File: config.mk
export PLATFORM = sky130hd
export DESIGN_NAME = fetch_queue
export DESIGN_NICKNAME = d
export VERILOG_FILES = /design/src/rtl/mips_defs.sv /design/src/rtl/fq_storage.sv /design/src/rtl/fetch_queue.sv
export SDC_FILE = /design/constraint.sdc
export NUM_CORES = 1
export LEC_CHECK = 0
export BUFFER_PORTS_ARGS = -buffer_cell sky130_fd_sc_hd__buf_2
export CORE_ASPECT_RATIO = 1.1
export CORE_UTILIZATION = 60
export DETAILED_ROUTE_END_ITERATION = 10
export MAX_ROUTING_LAYER = met4
export PLACE_DENSITY_LB_ADDON = 0.12
export SLEW_MARGIN = 10
export SYNTH_ARGS = -nofsm -noshare
export SYNTH_HDL_FRONTEND = slang
export SYNTH_SLANG_ARGS = --single-unit
File: constraint.sdc
create_clock -name clk -period 7.1 [get_ports clk]
set_clock_uncertainty 0.2 [all_clocks]
set_input_delay 0.71 -clock clk [delete_from_list [all_inputs] [get_ports clk]]
set_output_delay 0.71 -clock clk [all_outputs]
set_load 0.01 [all_outputs]
File: src/rtl/mips_defs.sv
`default_nettype none
// ============================================================================
//  Package   : mips_defs
//  Purpose   : Shared MIPS front-end constants and the fetch packet type.
//  Revision  : 1.0 - initial release
// ============================================================================
package mips_defs;

    // sll $0,$0,0 encodes as all zeros
    localparam logic [31:0] NOP_INSTR = 32'h0000_0000;
    localparam logic [31:0] PC_RESET  = 32'h0000_3000;

    typedef struct packed {
        logic [31:0] pc;
        logic [31:0] instr;
    } fetch_pkt_t;

endpackage : mips_defs
`default_nettype wire

File: src/rtl/fq_storage.sv
`default_nettype none
// ============================================================================
//  Module    : fq_storage
//  Purpose   : DEPTH x WIDTH register array, one synchronous write port and
//              one asynchronous read port. Contents are never reset.
//  Revision  : 1.0 - initial release
// ============================================================================
module fq_storage #(
    parameter int DEPTH = 4,
    parameter int PTR_W = 2,
    parameter int WIDTH = 64
) (
    input  logic             clk,
    input  logic             we,
    input  logic [PTR_W-1:0] waddr,
    input  logic [WIDTH-1:0] wdata,
    input  logic [PTR_W-1:0] raddr,
    output logic [WIDTH-1:0] rdata
);

    logic [WIDTH-1:0] mem_q [DEPTH];

    // Write the addressed entry; no reset so the array maps to plain flops/LUTRAM
    always_ff @(posedge clk) begin
        if (we) begin
            mem_q[waddr] <= wdata;
        end
    end

    assign rdata = mem_q[raddr];

endmodule : fq_storage
`default_nettype wire

File: src/rtl/fetch_queue.sv
`default_nettype none
// ============================================================================
//  Module    : fetch_queue
//  Purpose   : Instruction fetch buffer between fetch and decode. Holds
//              {pc, instr} pairs in a DEPTH-entry FIFO with valid/ready on
//              both sides and a single-cycle flush for branch redirects.
//  Revision  : 1.0 - initial release
// ============================================================================
module fetch_queue
    import mips_defs::*;
#(
    parameter int DEPTH = 4,
    parameter int PTR_W = 2
) (
    input  logic             clk,
    input  logic             rst,
    input  logic             flush,
    input  logic             in_valid,
    output logic             in_ready,
    input  logic [31:0]      in_pc,
    input  logic [31:0]      in_instr,
    output logic             out_valid,
    input  logic             out_ready,
    output logic [31:0]      out_pc,
    output logic [31:0]      out_instr,
    output logic [PTR_W:0]   count
);

    localparam logic [PTR_W:0] CNT_FULL = (PTR_W + 1)'(DEPTH);
    localparam logic [PTR_W:0] CNT_ZERO = '0;

    logic [PTR_W-1:0] wr_ptr_q, wr_ptr_d;
    logic [PTR_W-1:0] rd_ptr_q, rd_ptr_d;
    logic [PTR_W:0]   count_q,  count_d;

    logic             push;
    logic             pop;
    fetch_pkt_t       wr_pkt;
    fetch_pkt_t       head_pkt;

    // Handshake qualifiers depend on registered state only, so in_ready has
    // no combinational path from out_ready (no push-through when full).
    assign in_ready  = (count_q != CNT_FULL);
    assign out_valid = (count_q != CNT_ZERO);
    assign push      = in_valid & in_ready & ~flush;
    assign pop       = out_valid & out_ready & ~flush;

    assign wr_pkt.pc    = in_pc;
    assign wr_pkt.instr = in_instr;

    fq_storage #(
        .DEPTH (DEPTH),
        .PTR_W (PTR_W),
        .WIDTH ($bits(fetch_pkt_t))
    ) u_storage (
        .clk   (clk),
        .we    (push),
        .waddr (wr_ptr_q),
        .wdata (wr_pkt),
        .raddr (rd_ptr_q),
        .rdata (head_pkt)
    );

    // Head entry is only meaningful while occupied; otherwise present a NOP at PC 0
    assign out_pc    = out_valid ? head_pkt.pc    : 32'h0;
    assign out_instr = out_valid ? head_pkt.instr : NOP_INSTR;
    assign count     = count_q;

    // Next-state for pointers and occupancy; flush zeroes everything and
    // swallows any handshake in the same cycle.
    always_comb begin
        wr_ptr_d = wr_ptr_q;
        rd_ptr_d = rd_ptr_q;
        count_d  = count_q;
        if (flush) begin
            wr_ptr_d = '0;
            rd_ptr_d = '0;
            count_d  = '0;
        end else begin
            if (push) begin
                wr_ptr_d = wr_ptr_q + PTR_W'(1);
            end
            if (pop) begin
                rd_ptr_d = rd_ptr_q + PTR_W'(1);
            end
            count_d = count_q + {{PTR_W{1'b0}}, push} - {{PTR_W{1'b0}}, pop};
        end
    end

    // State register; reset overrides flush and any handshake
    always_ff @(posedge clk) begin
        if (rst) begin
            wr_ptr_q <= '0;
            rd_ptr_q <= '0;
            count_q  <= '0;
        end else begin
            wr_ptr_q <= wr_ptr_d;
            rd_ptr_q <= rd_ptr_d;
            count_q  <= count_d;
        end
    end

endmodule : fetch_queue
`default_nettype wire
==> impl_metrics.toml, run 1 <==
[synthesis]
syn_avg_cell_area_um2 = 22.4
synthArstFlopShare = 0
ys_warn_count = 0
ys_seq_area_frac = 0.771
synth_flop_cell = "edfxtp_1"
syn_inst = 455
synth_top_cell_area_share = 0.753
synth_top_cell_by_area = "edfxtp_1"
synth-edff-count = 256
synth_area_leaders = "edfxtp_1, mux4_2, and2_1, dfxtp_1, buf_12"
ys_types = 26
syn_nets = 531
syn_area_um2 = 10200
synth_seq_cells = 265

[grt]
antenna_found_initial = 2
grt_pass1_wl_mm = 28.6
grt_usage = 0.222
grt_pass1_vias = 5203
grt_max_degree = 66
overflow = 0

[worst_setup_path]
startpoint_type = "flip-flop"
r2r-start = "count[2]$_SDFF_PP0_"
critPathMaxFanout = 46
crit_type = "reg2out"
crit_path_end_kind = "primary output"
crit_required_ps = 6190
critPathArrivalTime_ps = 2890

[cts]
clk_latency_ps = 500
cts_made_buffers = 25
htree_num_levels = 1
cts_root_buf = "clkbuf_16"
cts_num_sinks = 265
clkTransAtPathRegs_ps = 60
hold_buffers = 0
clock_path_buffers = 3
cts_setup_buffers = 0
cts_tree = "yes"
cts_resized = 0

[sta]
hold_viol = 0
fin_crit_sh = 0.535
fin_setup_tns_ps = 0
layout_min_cycle_time_ps = 3800
fmax_mhz = 263
relSlewSlack = 0.314
rsz0062_at_grt = "false"
slew_viol_final = 0
setup_viol_count_final = 0
tightestPinTransition_ps = 1030

[worst_hold_path]
holdCritStartpoint = "in_instr[19]"
hp-class = "in2reg"

[pwr]
power_density_nw_per_um2 = 261
vdd_ir_drop_max_mv = 0.218
p_switching_mw = 0.593
leakagePower_nw = 4.04
clkPwrFrac = 0.387
p_comb_frac = 0.042
swShare = 0.194
p_int_mw = 2.47
seq_power_share = 0.571

[die]
die-width_um = 126
die_h_um = 139
row_count = 49
initial_core_util = 0.619
die_area_um2 = 17500
coreArea_um2 = 16500
io_pins = 138

[routing]
drc = 0
via_count = 4788
dr.pass1.iters = 5
drt_iter0_drc = 275
postRouteAntennaNets = 0
vias_per_cell = 5.84
routedWlPerCell_um = 21.9
routed_wl_mm = 18.0

[layout]
design_area_um2 = 11700
area_growth_pct = 14.8
fillers = 1023
drive_gt1_frac = 0.379
final_nets = 674

[placement]
place_area_um2 = 11000
portBuffers = 137
dp_hpwl_mm = 9.95
gp_congestion = 0.727

[run_status]
outcome = "finished, final reports clean"

[job]
cap_viol_max_count = 0
[worst max-delay path, stage by stage, from the launching register on]
cell and delay [ps]:
dfxtp_4 590, buf_4 800, mux4_1 650, and2_1 170, buf_2 130
[final cells by class]
| cell class | count | area [µm²] | area share |
|---|---|---|---|
| antenna | 2 | 5.00 | 0.000427 |
| clock buffer | 38 | 694 | 0.0593 |
| clock inverter | 5 | 23.8 | 0.00203 |
| inverter | 5 | 18.8 | 0.00160 |
| multi-input combinational | 163 | 2150 | 0.184 |
| sequential | 265 | 7880 | 0.672 |
| tap | 204 | 255 | 0.0218 |
| timing repair buffer | 138 | 693 | 0.0592 |
[sequential cells by signal, indices dropped and copies added, names as in the netlist, named ones only]
register / flops
rd_ptr_q: 2
wr_ptr_q: 2
count: 3
u_storage.mem_q: 256
[layer usage]
layer	up-vias	GRT usage	share of wire	routed length [µm]
met2	139	0.364	0.52	9330
met1	2496	0.291	0.41	7330
met5	-	-	0	0
li1	2136	-	-	-
met4	0	0.0495	0.011	195
met3	17	0.0471	0.061	1090
[cell usage in the layout (no fill, tap or decap), drive strengths merged]
| cell | synthesis | layout |
|---|---|---|
| clkinv | 0 | 4 |
| and2 | 67 | 67 |
| o311ai | 1 | 1 |
| nor2 | 2 | 2 |
| nor2b | 1 | 1 |
| o21ai | 2 | 2 |
| buf | 13 | 138 |
| diode | 0 | 2 |
| or3b | 1 | 1 |
| nand4 | 2 | 2 |
| clkbuf | 9 | 38 |
| edfxtp | 256 | 256 |
| dfxtp | 9 | 9 |
| or3 | 1 | 1 |
| o31ai | 1 | 1 |
| xnor2 | 2 | 2 |
| fa | 1 | 1 |
| ha | 6 | 6 |
| nand2 | 2 | 2 |
| and3 | 4 | 4 |
| nor3 | 4 | 4 |
| mux4 | 64 | 64 |
| inv | 5 | 6 |
| xor2 | 2 | 2 |
[power by group through the flow]
| stage | clock [mW] | sequential (mW) | combinational (mW) |
|---|---|---|---|
| global route | 1.27 | 1.75 | 0.141 |
| floorplan | 0 | 1.78 | 0.0673 |
| detailed placement | 0 | 1.78 | 0.130 |
| global placement | 0 | 1.78 | 0.124 |
| CTS | 1.21 | 1.75 | 0.130 |
| finish | 1.18 | 1.75 | 0.128 |
[synth_stat cells (all sizes together) (4+ instances only)]
master,instances
and2,67
and3,4
buf,13
clkbuf,9
dfxtp,9
edfxtp,256
ha,6
inv,5
mux4,64
nor3,4
[through the flow]
step / power [mW] / cells / util / setup slack, ps / hold WS (ps)
after global placement: 1.90 / 775 / 0.666 / 3740 / 271
after global routing: 3.16 / 820 / 0.710 / 3070 / 198
after floorplan: 1.85 / 455 / - / 3900 / 261
after detailed placement: 1.91 / 775 / 0.666 / 3740 / 285
after CTS: 3.09 / 818 / 0.710 / 3200 / 194
final: 3.06 / 820 / 0.710 / 3300 / 214
[cells by family after synthesis]
group                      share of synthesized area
xor gates and xnor gates                     0.00343
adders and majority gates                    0.00931
buffers and inverters                         0.0212
DFF                                            0.771
and+or+nand+nor                               0.0502
muxes                                          0.143
AOI/OAI and AO/OA                            0.00257
[path summary, 6_finish.rpt]
kind         cells past startpoint  slack, ps                          endpoint
min reg2reg                      2        290          wr_ptr_q[1]$_SDFFE_PP0P_
min                              1        210  u_storage.mem_q[3][19]$_DFFE_PP_
max reg2reg                     11       4230               count[2]$_SDFF_PP0_
max                              4       3300                     out_instr[31]
No activity file was read; power rests on OpenSTA's default activity.
==> inputs of run 2 (changes only) <==
- ABC_AREA: unset -> 1
- CORE_UTILIZATION: 60 -> 57
- clock period: 7.1 -> 3.9 ns (I/O delays scaled with it)
==> run 2 against run 1 <==
Sequential cell count unchanged. Routed wire length increased by 28%. Setup slack got worse by 2900 ps. Via count increased by 47%. Highest routed layer unchanged. Critical endpoint is now out_pc[31]. Global-route usage increased by 3.2 points.
==> impl_metrics.toml, run 2 <==
[run_status]
outcome = "finished, final reports clean"

[synthesis]
synth-adder-area-share = 0.00914
synth_top_cell_by_area = "edfxtp_1"
synthArstFlopShare = 0
ys_seq_area_frac = 0.756
synthTopCellsByCount = "nor2_1, edfxtp_1, o21ai_0, a21oi_1, inv_1"
synth_compound_area_frac = 0.0938
synth_top_family_by_area = "simple AND/OR/NAND/NOR gates"
syn_inst = 825
synth_seq_cells = 265
synth_top_cell_area_share = 0.739
synth_most_common_cell = "nor2_1"
syn_area_um2 = 10400
syn_nets = 901
synth-simple-area-share = 0.105
muxShareOfSynthArea = 0
synth_area_leaders = "edfxtp_1, nor2_1, o21ai_0, a21oi_1, dfxtp_1"
ys_types = 17
synth_flop_cell = "edfxtp_1"
syn_avg_cell_area_um2 = 12.6
synth-edff-count = 256
ys_warn_count = 0
synth-xor-area-share = 0

[worst_setup_path]
cpMaxStageDelayCell = "dfxtp_4"
startpoint_type = "flip-flop"
crit_path_end_kind = "primary output"
crit_type = "reg2out"
critPathArrivalTime_ps = 2880
critPathMaxFanout = 51
worstPathCellList = "clkinv_2 > buf_4 > o21ai_0 > a21oi_1 > buf_2"
slowest_delay_ps = 700
crit_required_ps = 3310

[grt]
overflow = 0
grt_pass1_vias = 7143
grt_max_degree = 81
grt_pass1_wl_mm = 34.7
antenna_found_initial = 1
grt_usage = 0.254

[worst_hold_path]
hp-class = "in2reg"

[layout]
fillers = 1193
fin_util = 0.722
drive_gt1_frac = 0.190
final-instance-count-excl-fill = 1282
area_growth_pct = 23.4
final_nets = 1099
final_cell_mix = "nor2_1, edfxtp_1, buf_2, o21ai_0, a21oi_1"
regMostFlops = "u_storage.mem_q"
largest_reg_flops = 256
layout_commonest_cell = "nor2_1"

[sta]
slew_viol_final = 0
fmax_mhz = 288
fin_setup_tns_ps = 0
relSlewSlack = 0.437
rsz0062_at_grt = "false"
layout_min_cycle_time_ps = 3470
tightestPinTransition_ps = 844
fin_crit_sh = 0.890
whs_ps = 28.7
setup_viol_count_final = 0
hold_viol = 0

[routing]
dr.pass1.iters = 5
drc = 0
routed_wl_mm = 23.0
vias_per_cell = 5.49
drt_iter0_drc = 561
via_count = 7033
routedWlPerCell_um = 17.9
postRouteAntennaNets = 0

[die]
io_pins = 138
die_area_um2 = 18800
coreArea_um2 = 17800
row_count = 51
die-width_um = 131
initial_core_util = 0.585
die_h_um = 144

[placement]
dp_hpwl_mm = 12.3
gp_congestion = 0.789
portBuffers = 137
dp.cells = 1167

[cts]
cts_resized = 0
cts_num_sinks = 265
cts_root_buf = "clkbuf_16"
clk_latency_ps = 520
cts_setup_buffers = 0
cts_made_buffers = 26
clock_path_buffers = 3
clkTransAtPathRegs_ps = 60
cts_tree = "yes"
htree_num_levels = 1

[pwr]
leakagePower_nw = 4.77
vdd_ir_drop_max_mv = 0.423
power_density_nw_per_um2 = 478
power_mw = 6.14

[job]
cap_viol_max_count = 0
run 2: changes by cell type after synthesis, sizes merged, moves of 5 or more:
| cell | delta |
|---|---|
| buf | +20 |
| a21oi | +67 |
| nand2 | +14 |
| inv | +15 |
| nor2 | +269 |
| o21ai | +126 |
| mux4 | -64 |
| clkbuf | +5 |
| and2 | -67 |
run 2: kinds of logic (layout without fill, tap and decap cells):
logic type      Yosys count  after routing
simple gates            291            291
flops                   265            265
buf+inv                  67            285
compound gates          195            195
fa+ha+maj                 7              7
other cells               0              1
run 2: final cells by class:
cell class	instances	area [µm²]	area share
multi-input cells	493	2200	0.171
inverters	20	76.3	0.00594
repair buffers	217	1480	0.115
diodes	1	2.50	0.000195
well taps	238	298	0.0232
clock buffers	32	694	0.0541
clock inverters	16	228	0.0177
flip-flops and latches	265	7870	0.613
run 2: layer usage:
layer / GRT usage / wire length, µm
met1: 0.315 / 9390
met2: 0.426 / 11500
met3: 0.0324 / 1400
met4: 0.103 / 653
met5: - / 0
run 2: path summary, 6_finish.rpt:
kind | from | to | slack, ps | cells after the start
max | flip-flop | out_pc[31] | 430 | 5
min | flush | wr_ptr_q[0]$_SDFFE_PP0P_ | 30 | 4
max reg2reg | count[1]$_SDFF_PP0_ | u_storage.mem_q[3][5]$_DFFE_PP_ | 1360 | 5
min reg2reg | wr_ptr_q[0]$_SDFFE_PP0P_ | wr_ptr_q[0]$_SDFFE_PP0P_ | 310 | 2
run 2: timing repair:
action / in CTS / in global routing
hold buffers: 66 / 0
setup endpoints to repair: 0 / 0
hold endpoints to repair: 259 / 0
run 2: critical path, delay by kind of cell, from the launching register on:
kind | cells | cell delay, ps
buf+inv | 3 | 1190
flops | 1 | 700
compound gates | 2 | 420
run 2: power breakdown:
group	leakage, nW	total, mW	switching (mW)	internal, mW
clock network	0.451	2.68	1.02	1.66
logic	1.92	0.290	0.170	0.121
registers	2.40	3.18	0.0116	3.16
total	4.77	6.14	1.20	4.94
run 2: through the flow:
stage | area, µm² | setup WS [ps]
floorplan | 10400 | -332
global placement | 11300 | 982
detailed placement | 11300 | 951
CTS | 12800 | 385
global route | 12800 | 197
finish | 12800 | 430
==> inputs of run 3 (changes only) <==
- CORE_UTILIZATION: 57 -> 40
==> run 3 against run 2 <==
Worst hold slack gained 7.1 ps. Combinational power shrank 1%. Routed wire length shrank 1.5%. Clock-buffer cell count grew 9. Critical endpoint is now out_instr[31].
==> impl_metrics.toml, run 3 (synthesis gave the netlist of run 2 again) <==
[run_status]
outcome = "finished, final reports clean"

[layout]
final_nets = 1099
final-instance-count-excl-fill = 1391
largest_reg_flops = 256
final_cell_mix = "nor2_1, edfxtp_1, buf_2, o21ai_0"
drive_gt1_frac = 0.189
regMostFlops = "u_storage.mem_q"
area_growth_pct = 25.3
fin_util = 0.513
design_area_um2 = 13000
diodes = 0
layout_commonest_cell = "nor2_1"

[sta]
slew_viol_final = 0
fmax_mhz = 342
hold_viol = 0
layout_min_cycle_time_ps = 2920
setup_viol_count_final = 0
rsz0062_at_grt = "false"
fin_crit_sh = 0.749
tightestPinTransition_ps = 887
relSlewSlack = 0.409

[pwr]
p_int_mw = 4.93
p_comb_frac = 0.047
clkPwrFrac = 0.434
swShare = 0.194
vdd_ir_drop_max_mv = 0.308
power_density_nw_per_um2 = 469
leakagePower_nw = 4.79
p_switching_mw = 1.18
seq_power_share = 0.519

[placement]
place_area_um2 = 11400
portBuffers = 137
gp_congestion = 0.719
dp_hpwl_mm = 11.3
dp.cells = 1272

[routing]
postRouteAntennaNets = 0
routedWlPerCell_um = 16.3
vias_per_cell = 4.78
dr.pass1.iters = 4
routed_wl_mm = 22.6
drc = 0
via_count = 6655
drt_iter0_drc = 312

[worst_setup_path]
crit_path_end_kind = "primary output"
crit_required_ps = 3310
critPathArrivalTime_ps = 2330
startpoint_type = "flip-flop"
crit_type = "reg2out"
critPathMaxFanout = 108

[die]
io_pins = 138
row_count = 61
coreArea_um2 = 25400
die-width_um = 156
die_h_um = 171
die_area_um2 = 26700
initial_core_util = 0.409

[cts]
cts_num_sinks = 265
cts_resized = 0
clock_path_buffers = 3
clkTransAtPathRegs_ps = 60
cts_root_buf = "clkbuf_16"
htree_num_levels = 1
cts_made_buffers = 28
clk_latency_ps = 520
cts_tree = "yes"
cts_setup_buffers = 0

[grt]
grt_max_degree = 109
antenna_found_initial = 0
overflow = 0
grt_pass1_vias = 6482
grt_pass1_wl_mm = 34.9
grt_usage = 0.176

[worst_hold_path]
hp-class = "in2reg"

[job]
cap_viol_max_count = 0
[run 3: power groups by stage]
stage | registers [mW] | logic, mW | clock network (mW)
2_1_floorplan | 3.24 | 0.110 | 0
3_3_place_gp | 3.23 | 0.236 | 0
5_1_grt | 3.18 | 0.322 | 2.83
3_5_place_dp | 3.23 | 0.238 | 0
4_1_cts | 3.17 | 0.293 | 2.73
6_report | 3.17 | 0.286 | 2.66
[run 3: worst max-delay path: stages (launching register included)]
cell and delay [ps]:
dfxtp_4 520, buf_12 460, nor2_1 100, nor2_1 90, o21ai_0 90, a21oi_1 330, buf_2 200
[run 3: path summary, 6_finish.rpt]
| check | startpoint | end | slack, ps | cells after the start |
|---|---|---|---|---|
| setup / recovery | flip-flop | out_instr[31] | 980 | 6 |
| hold / removal | in_valid | wr_ptr_q[0]$_SDFFE_PP0P_ | 40 | 5 |
| setup reg to reg | count[1]$_SDFF_PP0_ | count[2]$_SDFF_PP0_ | 1470 | 11 |
| hold reg to reg | wr_ptr_q[0]$_SDFFE_PP0P_ | wr_ptr_q[0]$_SDFFE_PP0P_ | 300 | 2 |
[run 3: area by class of cell]
class	instances	area, µm²
clock buffers	41	821
clock inverters	11	125
fillers	2306	12400
inverters	20	76.3
multi-input cells	493	2200
flip-flops and latches	265	7870
well taps	346	433
repair buffers	215	1510
[run 3: metal layers]
metal | vias to the layer above | part of all wire | global-route usage
met5 | - | 0 | -
met4 | 0 | 0.013 | 0.0396
met3 | 27 | 0.046 | 0.0276
met2 | 138 | 0.48 | 0.293
met1 | 3188 | 0.46 | 0.227
li1 | 3302 | - | -
[run 3: through the flow]
stage | setup WS [ps] | total power [mW] | TNS (ps) | hold WS [ps]
3_5_place_dp | 1390 | 3.47 | 0 | 293
5_1_grt | 764 | 6.33 | 0 | 69.6
3_3_place_gp | 1410 | 3.47 | 0 | 291
4_1_cts | 923 | 6.20 | 0 | 19.3
2_1_floorplan | -332 | 3.35 | -84880 | 266
6_report | 979 | 6.12 | 0 | 35.8
[run 3: timing repair]
item / CTS / global route
endpoints found under the setup margin: 0 / 0
hold buffers: 67 / 0
endpoints found under the hold margin: 261 / 0
